**config.mk**
```make
export PLATFORM = sky130hd
export DESIGN_NAME = click_decoder_flat
export DESIGN_NICKNAME = d
export VERILOG_FILES = /design/src/rtl/click_decoder_pkg.sv /design/src/rtl/click_decoder_if.sv /design/src/rtl/click_decoder.sv /design/src/flat_wrapper.sv
export SDC_FILE = /design/constraint.sdc
export NUM_CORES = 1
export LEC_CHECK = 0
export BUFFER_PORTS_ARGS = -buffer_cell sky130_fd_sc_hd__buf_2
export CORE_MARGIN = 4
export CORE_UTILIZATION = 59
export CTS_CLUSTER_DIAMETER = 50
export DETAILED_ROUTE_END_ITERATION = 8
export GPL_TIMING_DRIVEN = 0
export PLACE_DENSITY = 0.79
export SLEW_MARGIN = 10
export SYNTH_ARGS = -nofsm -noshare
export SYNTH_HDL_FRONTEND = slang
export SYNTH_SLANG_ARGS = --single-unit
```
**constraint.sdc**
```tcl
create_clock -name clk -period 2.4 [get_ports clk]
set_input_delay 0 -clock clk [delete_from_list [all_inputs] [get_ports clk]]
set_output_delay 0 -clock clk [all_outputs]
set_load 0.01 [all_outputs]
```
**src/rtl/click_decoder_pkg.sv**
```systemverilog
// Shared types and width helpers for the click decoder.
//   click_state_t : sequence FSM states (IDLE, COUNT)
//   cnt_w()       : click counter width for a given MAX_CLICKS
//   tmr_w()       : window timer width for a given CLICK_WINDOW
package click_pkg;

  typedef enum logic [0:0] {
    IDLE  = 1'b0,
    COUNT = 1'b1
  } click_state_t;

  // Counter must hold 0..max_clicks.
  function automatic int unsigned cnt_w(input int unsigned max_clicks);
    return $clog2(max_clicks + 1);
  endfunction

  // Timer only ever holds 0..window-1.
  function automatic int unsigned tmr_w(input int unsigned window);
    return $clog2(window);
  endfunction

endpackage

```
**src/rtl/click_decoder_if.sv**
```systemverilog
// Valid/ready click event channel.
//   evt_valid : an event is pending (source -> sink)
//   evt_ready : sink accepts the pending event (sink -> source)
//   evt_count : click count of the pending event (source -> sink)
interface click_decoder_if
  import click_pkg::*;
#(
  parameter int unsigned CNT_W = cnt_w(3)
);

  logic             evt_valid;
  logic             evt_ready;
  logic [CNT_W-1:0] evt_count;

  modport master (
    output evt_valid,
    output evt_count,
    input  evt_ready
  );

  modport slave (
    input  evt_valid,
    input  evt_count,
    output evt_ready
  );

endinterface

```
**src/rtl/click_decoder.sv**
```systemverilog
// Groups debounced press pulses into single/double/.../MAX_CLICKS click
// events and hands each completed sequence to a one-entry valid/ready slot.
//   clk       : clock, rising edge
//   rst       : synchronous active-high reset
//   press_pls : one-cycle press pulse from the debouncer
//   evt       : event channel (master side): evt_valid/evt_count out, evt_ready in
//   busy      : a click sequence is in progress
//   drop_pls  : completed sequence discarded because the slot was full
module click_decoder
  import click_pkg::*;
#(
  parameter int unsigned CLICK_WINDOW = 25_000_000,
  parameter int unsigned MAX_CLICKS   = 3
) (
  input  logic             clk,
  input  logic             rst,
  input  logic             press_pls,
  click_decoder_if.master  evt,
  output logic             busy,
  output logic             drop_pls
);

  localparam int unsigned CNT_W = cnt_w(MAX_CLICKS);
  localparam int unsigned TMR_W = tmr_w(CLICK_WINDOW);

  localparam logic [CNT_W-1:0] CNT_MAX  = CNT_W'(MAX_CLICKS);
  localparam logic [TMR_W-1:0] TMR_LAST = TMR_W'(CLICK_WINDOW - 1);

  if (CLICK_WINDOW < 2) begin : g_bad_window
    $error("click_decoder: CLICK_WINDOW must be at least 2");
  end
  if (MAX_CLICKS < 2) begin : g_bad_max
    $error("click_decoder: MAX_CLICKS must be at least 2");
  end

  click_state_t     state_q, state_d;
  logic [CNT_W-1:0] cnt_q, cnt_d;
  logic [TMR_W-1:0] tmr_q, tmr_d;
  logic             valid_q, valid_d;
  logic [CNT_W-1:0] count_q, count_d;
  logic             busy_d, drop_d;

  logic             done_c;
  logic [CNT_W-1:0] done_cnt_c;
  logic [CNT_W-1:0] cnt_inc_c;

  assign cnt_inc_c = cnt_q + CNT_W'(1);

  // Next-state, counter/timer and output slot logic.
  always_comb begin
    state_d    = state_q;
    cnt_d      = cnt_q;
    tmr_d      = tmr_q;
    done_c     = 1'b0;
    done_cnt_c = cnt_q;
    drop_d     = 1'b0;
    // An accepted event frees the slot; the count is left as-is.
    valid_d    = valid_q & ~evt.evt_ready;
    count_d    = count_q;

    unique case (state_q)
      IDLE: begin
        if (press_pls) begin
          state_d = COUNT;
          cnt_d   = CNT_W'(1);
          tmr_d   = '0;
        end
      end
      COUNT: begin
        // A pulse in the timeout cycle still extends the sequence.
        if (press_pls) begin
          cnt_d = cnt_inc_c;
          tmr_d = '0;
          if (cnt_inc_c == CNT_MAX) begin
            done_c     = 1'b1;
            done_cnt_c = cnt_inc_c;
          end
        end else if (tmr_q == TMR_LAST) begin
          done_c     = 1'b1;
          done_cnt_c = cnt_q;
        end else begin
          tmr_d = tmr_q + TMR_W'(1);
        end
      end
      default: state_d = IDLE;
    endcase

    if (done_c) begin
      state_d = IDLE;
      cnt_d   = '0;
      tmr_d   = '0;
      // Slot is free if empty or being drained this cycle.
      if (!valid_q || evt.evt_ready) begin
        valid_d = 1'b1;
        count_d = done_cnt_c;
      end else begin
        drop_d = 1'b1;
      end
    end

    busy_d = (state_d == COUNT);
  end

  // State and output registers.
  always_ff @(posedge clk) begin
    if (rst) begin
      state_q  <= IDLE;
      cnt_q    <= '0;
      tmr_q    <= '0;
      valid_q  <= 1'b0;
      count_q  <= '0;
      busy     <= 1'b0;
      drop_pls <= 1'b0;
    end else begin
      state_q  <= state_d;
      cnt_q    <= cnt_d;
      tmr_q    <= tmr_d;
      valid_q  <= valid_d;
      count_q  <= count_d;
      busy     <= busy_d;
      drop_pls <= drop_d;
    end
  end

  assign evt.evt_valid = valid_q;
  assign evt.evt_count = count_q;

endmodule

```
**src/flat_wrapper.sv**
```systemverilog
// flat-port wrapper written by rule: the top's interface ports become plain ports
module click_decoder_flat import click_pkg::*;
#(
  parameter int unsigned CLICK_WINDOW = 25_000_000,
  parameter int unsigned MAX_CLICKS   = 3
)
  (clk, rst, press_pls, busy, drop_pls, evt_evt_valid, evt_evt_count, evt_evt_ready);
  click_decoder_if evt_i ();
  input  logic clk;
  input  logic rst;
  input  logic press_pls;
  output logic busy;
  output logic drop_pls;
  output wire logic [$bits(evt_i.evt_valid)-1:0] evt_evt_valid;
  output wire logic [$bits(evt_i.evt_count)-1:0] evt_evt_count;
  input wire logic [$bits(evt_i.evt_ready)-1:0] evt_evt_ready;
  assign evt_evt_valid = evt_i.evt_valid;
  assign evt_evt_count = evt_i.evt_count;
  assign evt_i.evt_ready = evt_evt_ready;
  click_decoder #(.CLICK_WINDOW(CLICK_WINDOW), .MAX_CLICKS(MAX_CLICKS)) u_core (.clk(clk), .rst(rst), .press_pls(press_pls), .evt(evt_i), .busy(busy), .drop_pls(drop_pls));
endmodule
```
### Word-level counts from Yosys, hierarchy flattened

Index checks and enable logic that the tools add are counted.

* add/subtract/negate cells: 2
* eq/ne operators: 5
* muxes and demuxes: 19
* bitwise operators: 4
* reductions and logical operators: 7

Operators by type and width (count)
* 2-to-1 mux 25 bit: 3
* one-hot mux 25 bit (2 select lines): 1
* adder 25 x 1 -> 25 bit (second input constant): 1
* equality test 25 bit (second input constant): 1
* 2-to-1 mux 2 bit: 5
* 2-to-1 mux 1 bit: 9
* AND reduction 2 bit: 3
* inequality test 2 bit (second input constant): 2
* one-hot mux 2 bit (2 select lines): 1
* OR reduction 2 bit: 2
* inequality test 3 bit (second input constant): 1
* inverter 1 bit: 3
* adder 2 x 1 -> 2 bit (second input constant): 1
* equality test 2 bit (second input constant): 1
* AND 1 bit: 1
* logical NOT 1 bit: 1
* logical OR 1 bit: 1

* register bits: 32
* input port bits: 4
* output and inout port bits: 5
* logic and storage cells: 43

### Longest topological paths before layout

* word-level depth: 7
* depth in mapped cells: 7
* gate-level depth less buffers: 6

### Least setup slack after synthesis

OpenSTA, ideal clock, no wires.

* path kind: reg-to-reg
* start: register u_core.tmr_q[0]
* end: register u_core.tmr_q[11]
* setup time: 0.119 ns
* data arrival time: 1.580 ns
* required time: 2.281 ns
* slack: 0.701 ns
* stages on the path, launching flop included: 8
* buffers on the path: 1
* clock period less this slack: 1.699 ns
* cell sequence: dfxtp_1 -> ha_1 -> nand3_1 -> or4_4 -> o21ai_4 -> buf_4 -> or3_1 -> a21oi_1

* cells in the longest elaborated chain, start to end: 5
* elaborated cells on any way between the ends: 11
* those cells by class: add/sub: 1; eq/ne: 2; mux: 6; reduce/logical: 2

RTL lines
* from (decl): RTL line click_decoder.sv:38 `logic [TMR_W-1:0] tmr_q, tmr_d;`
* from (signal assigned): RTL line click_decoder.sv:117 `tmr_q <= tmr_d;`
* branches (longest 5 deep; another with adder 25 x 1 -> 25 bit)

Several ways; the timed one is not identified. The select of a mux whose other input is x is not followed.
A chain may end at the register's enable or synchronous reset.

### Worst setup path after layout

* start: register u_core.tmr_q[15]
* end: register u_core.tmr_q[16]

The elaborated chain is that of the path after synthesis.

==> flow_summary.ini <==
[logic_synthesis]
syn_avg_cell_area_sq_um = 8.89
netlist_area_sq_um = 1640
synthesized_netlist_net_count = 192
syn_inst = 185
synth_top_family_by_area = simple AND/OR/NAND/NOR gates
area_share_of_the_largest_cell_type_after_synthesis_pct = 39.0
yosys.area_share.simple_pct = 27.9
compound_cell_area_share_of_the_yosys_netlist_pct = 21.8
synthArstFlopShare_pct = 0
synth-seq-cells = 32
synthTopCellsByArea = sky130_fd_sc_hd__dfxtp_1, sky130_fd_sc_hd__a21oi_1, sky130_fd_sc_hd__or4_1
synth_xor_xnor_area_share_pct = 2.13
post_synth_mux_area_share_pct = 1.83
synthDistinctLibCells = 50
synth_top_area_cell = sky130_fd_sc_hd__dfxtp_1
synth_adder_area_share_pct = 2.28
synth.yosys.warnings = 0
synth-main-ff-cell = sky130_fd_sc_hd__dfxtp_1
ys_seq_area_share_pct = 39.0
synth-edff-count = 0

[clock_network]
htreeDepth = 2
tritoncts.num_buffers = 5
cts_resized = 0
cts.reportedPaths.clkPinSlew_ns = 0.11
cts_num_sinks = 32
cts.repair_timing.setup_buffer_count = 0
tritoncts = built
cts.path.max_buffers = 2
cts_root_buffer_type = sky130_fd_sc_hd__clkbuf_4
clk_latency_worst_skew_pair_ns = 0.35
cts-hold-fix-buffers = 2

[layout]
design.final.nets = 208
insertedDiodeCount = 0
layout.cells.most_common = sky130_fd_sc_hd__dfxtp_1
syn2layout_area_growth_pct = 10.5
sequential_cell_area_sq_um = 641
fillCellCount = 206
multiInputGateArea_sq_um = 918
layout.cells.most_common_list = sky130_fd_sc_hd__dfxtp_1, sky130_fd_sc_hd__a21oi_1, sky130_fd_sc_hd__nand2_1
drive_above_1_share_pct = 18.3

[critical_path]
cp_data_required_time_ns = 2.67
max_stage_delay_ns = 0.42
timing_worst_setup_path_type = flop to flop
crit_fanout = 10
critPathMostFrequentCell = sky130_fd_sc_hd__buf_6
path_cells = nor4b_1, and4_1, buf_6, a21o_1, buf_6, o21ai_0, a21oi_1
critical_path_arrival_ns = 2.32
crit_slowest_cell = sky130_fd_sc_hd__nor4b_1
setup.worst_path.start_class = flop
cp.buffers_inverters = 2
endpoint_type_of_the_worst_setup_path = flop
critPathTopFamily = simple AND/OR/NAND/NOR gates

[sta]
final.period_utilization_pct = 85.3
fin_worst_skew_ns = 0.00990
setup_viol = 0
worst_pin_slew_ns = 0.549
grt_setup_unrepaired = false
worst_hold_slack_ns = 0.0381
hold_viol = 0
max-slew-margin-rel_pct = 63.4
min_period_ns = 2.05
final-max-slew-violation-count = 0
finalSetupTns_ns = 0
max_freq_mhz = 489

[die]
io_pins = 9
die_x_microns = 60.8
die_area_sq_um = 3690
chipHeight_microns = 60.8
starting_density_of_the_core_pct = 64.0
fp.coreArea_sq_um = 2570
placementRows = 18

[grt]
pin_count_of_the_biggest_net_entering_global_routing = 12
first_global_vias = 1428
gr-total-overflow = 0
grt_antenna_before_repair = 0
global_route.usage.total_pct = 22.6
grt_first_pass_wirelength_microns = 6210

[power_and_ir_drop]
p_leak_uw = 0.000637
power.switching_uw = 237
power.share.switching_pct = 23.5
portion_of_total_power_attributed_to_combinational_logic_pct = 4.1
power.density_nw_per_um2 = 554
intPower_uw = 769
ir_drop_uv = 448
seqPwrFrac_pct = 53.7
p_clk_share_pct = 42.1

[detailed_routing]
route.vias.total = 1527
drc_errors = 0
route.detailed.wl_per_inst_microns = 15.9
detailedRoute.firstPassIterationCount = 4
route.final.wire_length_microns = 3680
route.detailed.vias_per_inst = 6.58
drt.antenna.violating_nets = 0
drtIter0Drc = 111

[worst_hold_path]
holdCritPathClass = primary input to flop

[job]
cap_violations = 0

[run_status]
run_status = finished, final reports clean

[placed_design]
place_hpwl_microns = 2560
last_weighted_congestion_value_of_the_routability_driven_placer = 0.796
place.port_buffers = 7
## final timing paths
check             cells past startpoint          endpoint             start  slack (ns)
setup reg to reg                      7  u_core.tmr_q[16]  u_core.tmr_q[15]        0.35
setup / recovery                      7  u_core.tmr_q[16]  u_core.tmr_q[15]        0.35
hold reg to reg                       2  u_core.tmr_q[22]  u_core.tmr_q[22]        0.49
hold / removal                        3   u_core.drop_pls     evt_evt_ready        0.04
## layer usage
layer / GRT usage [%] / wire [microns] / up-vias / part of all wire, %
li1: - / - / 739 / -
met1: 26.4 / 1580 / 720 / 43
met2: 38.3 / 1790 / 57 / 49
met3: 8.30 / 230 / 11 / 6.2
met4: 7.74 / 76 / 0 / 2.1
met5: 0 / 0 / - / 0
## cell families (layout without fill, tap and decap cells)
group                      Yosys count  in the layout
AOI/OAI and AO/OA                   54             54
xor gates and xnor gates             4              4
adders and majority gates            3              3
buffers and inverters               14             31
DFF                                 32             32
muxes                                3              3
and+or+nand+nor                     75             75
## synth_stat cells (all sizes together) (4+ instances only)
library cell  count
a21oi            21
and4              4
buf               7
dfxtp            32
inv               6
nand2            17
nand3             5
nor2              8
nor3              5
o211ai            4
o21ai             9
o31ai             9
or3               7
or4              12
## metrics by stage
step | instances | cell area (sq um) | utilization [%] | power [uW] | worst slack [ns]
final | 232 | 1820 | 70.8 | 1010 | 0.354
after global routing | 232 | 1820 | 70.8 | 1040 | 0.192
after CTS | 232 | 1820 | 70.8 | 1010 | 0.400
after detailed placement | 222 | 1720 | 66.9 | 591 | 0.452
after global placement | 222 | 1720 | 66.9 | 588 | 0.460
after floorplan | 185 | 1640 | - | 578 | 0.701
## power by group through the flow
| stage | Combinational [uW] | Sequential (uW) | Clock [uW] |
|---|---|---|---|
| after floorplan | 26.0 | 552 | 0 |
| after global placement | 36.1 | 552 | 0 |
| after detailed placement | 38.6 | 552 | 0 |
| after CTS | 41.2 | 540 | 427 |
| after global routing | 46.3 | 541 | 449 |
| final | 41.4 | 540 | 424 |
## layout make-up
| class | instances | share of cell area (%) |
|---|---|---|
| Tap cell | 30 | 2.07 |
| Buffer | 8 | 3.44 |
| Timing Repair Buffer | 9 | 3.03 |
| Sequential cell | 32 | 35.3 |
| Multi-Input combinational cell | 139 | 50.6 |
| Clock buffer | 5 | 2.07 |
| Inverter | 6 | 1.24 |
| Clock inverter | 3 | 2.34 |
## flip-flops by register name, indices dropped and copies added (netlist names)
| signal | cells |
|---|---|
| u_core.drop_pls | 1 |
| u_core.evt.evt_valid | 1 |
| u_core.evt.evt_count | 2 |
| u_core.busy | 1 |
| u_core.cnt_q | 2 |
| u_core.tmr_q | 25 |
## tightest hold or removal path, cell delays in order
cell and delay, ns:
sky130_fd_sc_hd__buf_2 0.07, sky130_fd_sc_hd__nand2b_1 0.20, sky130_fd_sc_hd__nor3_1 0.07
Note: power is estimated with default switching activity, not from simulation.
